## config.mk

```make
export PLATFORM = sky130hd
export DESIGN_NAME = sync_updown_counter
export DESIGN_NICKNAME = d
export VERILOG_FILES = /design/src/rtl/sync_updown_counter.sv
export SDC_FILE = /design/constraint.sdc
export NUM_CORES = 1
export LEC_CHECK = 0
export ABC_CLOCK_PERIOD_IN_PS = 1500
export CORE_AREA = 2 2 39 41
export CTS_CLUSTER_SIZE = 24
export DETAILED_ROUTE_END_ITERATION = 8
export DIE_AREA = 0 0 41 43
export HOLD_SLACK_MARGIN = 0.06
export SKIP_CTS_REPAIR_TIMING = 1
export SYNTH_ARGS = -nofsm -noshare
export SYNTH_HDL_FRONTEND = slang
export SYNTH_SLANG_ARGS = --single-unit
```

## constraint.sdc

```tcl
create_clock -name clk -period 1.5 [get_ports clk]
set_clock_uncertainty 0.15 [all_clocks]
set_input_delay 0.375 -clock clk [delete_from_list [all_inputs] [get_ports clk]]
set_output_delay 0.375 -clock clk [all_outputs]
set_load 0.05 [all_outputs]
```

## src/rtl/sync_updown_counter.sv

```systemverilog
// Fully synchronous up/down counter with modulus MAX_VAL+1, parallel load,
// count enable, wrap or saturate at the limits, and tc/ovf/unf/sat indications.
module sync_updown_counter #(
  parameter int unsigned         WIDTH    = 4,
  parameter logic [WIDTH-1:0]    MAX_VAL  = '1,
  parameter bit                  SATURATE = 1'b0
) (
  input  logic             clk,
  input  logic             res,
  input  logic             en,
  input  logic             m,
  input  logic             ld,
  input  logic [WIDTH-1:0] d,
  output logic [WIDTH-1:0] q,
  output logic             tc,
  output logic             ovf,
  output logic             unf,
  output logic             sat
);

  logic             at_max;
  logic             at_zero;
  logic [WIDTH-1:0] load_val;
  logic [WIDTH-1:0] q_next;
  logic             ovf_next;
  logic             unf_next;
  logic             sat_next;

  assign at_max  = (q == MAX_VAL);
  assign at_zero = (q == '0);
  assign tc      = (m & at_max) | (~m & at_zero);

  // A full-range modulus can never see an out-of-range load value.
  generate
    if (MAX_VAL == '1) begin : g_no_clamp
      assign load_val = d;
    end else begin : g_clamp
      assign load_val = (d > MAX_VAL) ? MAX_VAL : d;
    end
  endgenerate

  always_comb begin
    q_next   = q;
    ovf_next = 1'b0;
    unf_next = 1'b0;
    sat_next = 1'b0;
    if (ld) begin
      q_next = load_val;
    end else if (en) begin
      if (m) begin
        if (!at_max) begin
          q_next = q + WIDTH'(1);
        end else if (SATURATE) begin
          sat_next = 1'b1;
        end else begin
          q_next   = '0;
          ovf_next = 1'b1;
        end
      end else begin
        if (!at_zero) begin
          q_next = q - WIDTH'(1);
        end else if (SATURATE) begin
          sat_next = 1'b1;
        end else begin
          q_next   = MAX_VAL;
          unf_next = 1'b1;
        end
      end
    end
  end

  always_ff @(posedge clk) begin
    if (res) begin
      q   <= '0;
      ovf <= 1'b0;
      unf <= 1'b0;
      sat <= 1'b0;
    end else begin
      q   <= q_next;
      ovf <= ovf_next;
      unf <= unf_next;
      sat <= sat_next;
    end
  end

endmodule

```

# Word level (Yosys, flattened, before mapping)

Index checks and enable logic that the tools add are counted.

Multiplexer cells: 7
Eq/ne operators: 1
Add/sub/neg operators: 2
Reduce and logical (&&, ||, !) cells: 4
Bitwise logic cells: 5

Operators by type and width:

| cell                  | count |
|---|---|
| $mux W4               | 5 |
| $reduce_or A4 Y1      | 2 |
| $add A4 B1 Y4 const B | 1 |
| $eq A4 B4 Y1 const B  | 1 |
| $logic_not A4 Y1      | 1 |
| $sub A4 B1 Y4 const B | 1 |
| $and A1 B1 Y1         | 2 |
| $mux W1               | 2 |
| $not A1 Y1            | 2 |
| $reduce_bool A2 Y1    | 1 |
| $or A1 B1 Y1          | 1 |

Input port bits: 9
Flip-flop bits (word level): 6
Output and inout bits: 8

# Depth between registers and ports, before layout

Word-level depth: 5
Mapped depth: 6
Mapped depth without buffers: 6

# Least setup slack after synthesis

Ideal clock, no wire load.

Kind: register -> output
Start: register q[0]
End: output tc
Path slack: -639 ps
Data arrival time: 1614 ps
Stages on the path, launching flop included: 5
Cells stage by stage: dfxtp_1 inv_1 ha_1 or4b_1 nand2_1

Word-level cells in the longest chain between the ends: 3
Elaborated cells between the ends (all ways): 5
Classes of those cells: 1 x eq/ne; 3 x bitwise; 1 x reduce/logical

Ends and longest elaborated chain:

| what                                             | line   | source |
|---|---|---|
| start: declaration                               | 14     | `output logic [WIDTH-1:0] q,` |
| start signal: assignment                         | 79     | `q <= q_next;` |
| $eq A4 B4 Y1 or $logic_not A4 Y1 (tied branches) | 29, 30 |  |
| $and A1 B1 Y1                                    | 31     | `assign tc = (m & at_max) \| (~m & at_zero);` |
| $or A1 B1 Y1 (*)                                 | 31     |  |
| end: declaration                                 | 15     | `output logic tc,` |

Mark *: on every way between the ends. The rest lies on a longest branch, timed or not.

# Worst setup path in the final report

Start: register q[1]
End: output tc

The elaborated chain is that of the path after synthesis.

==> key figures <==
Outcome
  – Status: finished, violations left
  – Violated checks: setup timing

Critical path
  – CP Capture Type: output port
  – Setup Crit Path Kind: reg -> out
  – Crit Path Max Fanout: 3
  – Worst R2R End: q[3]$_SDFFE_PP0P_
  – Req. time, crit path: 970 ps
  – Worst reg2reg path startpoint: q[1]$_SDFFE_PP0P_
  – Worst Setup EP: tc
  – Max stage delay on crit path: 500 ps
  – R2r setup slk: -60 ps
  – Critical Path Source Type: flip-flop
  – Depth of the worst register-to-register path: 6
  – Worst path cell trace: inv_4 > ha_4 > or4b_4 > nand2_8 > buf_12
  – WP data arrival: 1490 ps
  – Worst setup startpoint: q[1]$_SDFFE_PP0P_
  – Slowest cell on crit path: or4b_4

Logic synthesis
  – Synthesized Nets: 59
  – Fraction of registers with async set/reset: 0
  – Mean Syn Cell Area: 8.37 um^2
  – Ys Warns: 0
  – Register area share after synthesis: 0.299
  – Synth Flop Type: dfxtp_1
  – Synth cell types: 28
  – Post-Syn Area: 402 um^2
  – Post-synth top area cell: dfxtp_1
  – Top-area cell type share of the netlist area: 0.299
  – Synth top cells by count: 6 x dfxtp_1, 6 x nor2_1
  – Mapped Cells: 48
  – Number of synthesized register bits: 6
  – Number of synthesized flops with an enable pin: 0
  – Top post-synthesis cells by area: dfxtp_1 30%, xnor2_1 6.5%, ha_1 6.2%

CTS
  – Clock latency on the worst-skew pair: 260 ps
  – Clock root buffer: clkbuf_4
  – Clock Sinks: 6
  – Total number of H-tree levels: 1
  – TritonCTS clock tree: yes
  – Reg clk slew, reported paths: 50 ps
  – Clock Path Buffers: 2
  – CTS buffer count: 3

Timing
  – Slack of the critical path: -519 ps
  – Pins Over Slew Limit: 0
  – Setup TNS: -614 ps
  – Tmin final: 2020 ps
  – Final hold vios: 0
  – Final period util: 1.35
  – RSZ-0062 raised after global routing: yes
  – Upper clock frequency limit: 495 MHz
  – Setup-failing EPs final: 4

Power
  – Power Density: 775 nW/um^2
  – Pint: 409 uW
  – Combinational Power Share: 0.430
  – Register share of total power: 0.287
  – Clock power frac: 0.282
  – Switching part of the total: 0.334
  – Leakage power: 0.335 nW
  – Worst vdd ir: 0.398 mV
  – Net load switching power: 205 uW

Routing
  – Initial DRC count: 5
  – DRT Pass-1 Iters: 2
  – Wire length per cell: 11.3 um
  – Wire length on met3: 70 um
  – Metal-1 WL: 436 um
  – ANT nets after route: 0
  – Vias per cell: 4.57
  – Met2 WL post-DR: 517 um
  – Max layer used: met4
  – Drt drc: 0
  – Routed WL: 1.04 mm
  – Vias: 420

Global routing
  – Antenna violations before repair: 0
  – Total GRT Usage: 0.144
  – First-pass GRT wire length: 1.68 mm
  – Grt ovf: 0
  – Largest net degree at the start of global routing: 10
  – Vias in the first global route: 424

Die
  – Core area: 1380 um^2
  – Initial Util: 0.290
  – # IOs: 17
  – Die height: 43 um
  – Die X: 41 um
  – Die Area: 1760 um^2
  – Row cnt: 14

Cells and area
  – N_diodes: 0
  – Nets@finish: 88
  – Fillers: 136
  – Share of layout cells above drive strength 1: 0.487
  – Register area: 133 um^2
  – Fin util: 0.572
  – Multi-input logic area: 283 um^2
  – Post-Layout Cell Count: 92
  – Area growth syn-to-layout: 97.2%

Placement
  – Pre-CTS WS: -591 ps
  – Post-DP HPWL: 832 um
  – Port buffer count: 15
  – Placed insts: 86
  – GPL Wtd Cong: 0.763

Min path
  – Tightest Hold Check Type: in -> reg
  – Hold path cells: 3

Flow run
  – Max Cap Viol: 0
==> how the worst min path moves through the flow <==
stage	to	from	slack, ps
6_report	unf$_SDFF_PP0_	m	340
5_1_grt	unf$_SDFF_PP0_	m	360
4_1_cts	unf$_SDFF_PP0_	q[3]$_SDFFE_PP0P_	430
3_5_place_dp	unf$_SDFF_PP0_	q[3]$_SDFFE_PP0P_	420
3_3_place_gp	unf$_SDFF_PP0_	q[3]$_SDFFE_PP0P_	410
2_1_floorplan	q[1]$_SDFFE_PP0P_	res	290
==> worst max-delay path: cells and delay by family, from the launching register on <==
family | cells | cell delay (ps)
AND/OR/NAND/NOR | 2 | 580
flip-flops | 1 | 350
adder cells (fa/ha/maj) | 1 | 120
buffers and inverters | 2 | 180
==> through the flow <==
step / hold slack (ps) / power, mW / instance area [um^2]
floorplan: 287 / 0.324 / 447
global placement: 412 / 0.440 / 739
detailed placement: 417 / 0.442 / 739
CTS: 426 / 0.619 / 766
global route: 363 / 0.651 / 792
finish: 342 / 0.614 / 792
==> sequential cells by signal (all words and copies together), names as in the netlist <==
name,count
unf,1
ovf,1
q,4
==> cells in the final DEF, fill, tap and decap left out, types with 2 or more instances in the layout <==
cell | Yosys | routed
buf_12 | 0 | 7
dfxtp_1 | 6 | 2
nor2_1 | 6 | 6
buf_4 | 1 | 11
a21oi_1 | 3 | 3
nand2_1 | 3 | 2
clkdlybuf4s50_1 | 0 | 7
clkbuf_4 | 0 | 3
xnor2_1 | 3 | 3
dfxtp_4 | 0 | 3
a31oi_1 | 2 | 2
==> per-layer routing <==
metal	track usage	vias up
met5	0	-
met4	0.0600	0
met3	0.0628	3
met2	0.209	13
met1	0.177	184
li1	-	220
==> power by group through the flow <==
| stage | Combinational, mW | Clock (mW) | Sequential [mW] |
|---|---|---|---|
| after floorplan | 0.103 | 0 | 0.222 |
| after global placement | 0.261 | 0 | 0.179 |
| after detailed placement | 0.263 | 0 | 0.179 |
| after CTS | 0.264 | 0.180 | 0.176 |
| after global routing | 0.284 | 0.189 | 0.177 |
| final | 0.264 | 0.173 | 0.176 |
==> area by class of cell <==
type | count | area share
Clock buffer | 4 | 0.0332
Sequential cell | 6 | 0.167
Inverter | 3 | 0.0174
Tap cell | 16 | 0.0253
Timing Repair Buffer | 27 | 0.400
Multi-Input combinational cell | 36 | 0.357
==> logic make-up (layout without fill, tap and decap cells) <==
| group | after synthesis | count (layout) | synth area share |
|---|---|---|---|
| buf+inv | 6 | 34 | 0.0841 |
| fa+ha+maj | 2 | 2 | 0.0623 |
| mux | 2 | 2 | 0.0530 |
| other cells | 1 | 1 | 0.00934 |
| simple gates | 16 | 16 | 0.218 |
| compound gates | 12 | 12 | 0.209 |
| xor+xnor | 3 | 3 | 0.0654 |
| flops | 6 | 6 | 0.299 |
Note: power is estimated with default switching activity, not from simulation.
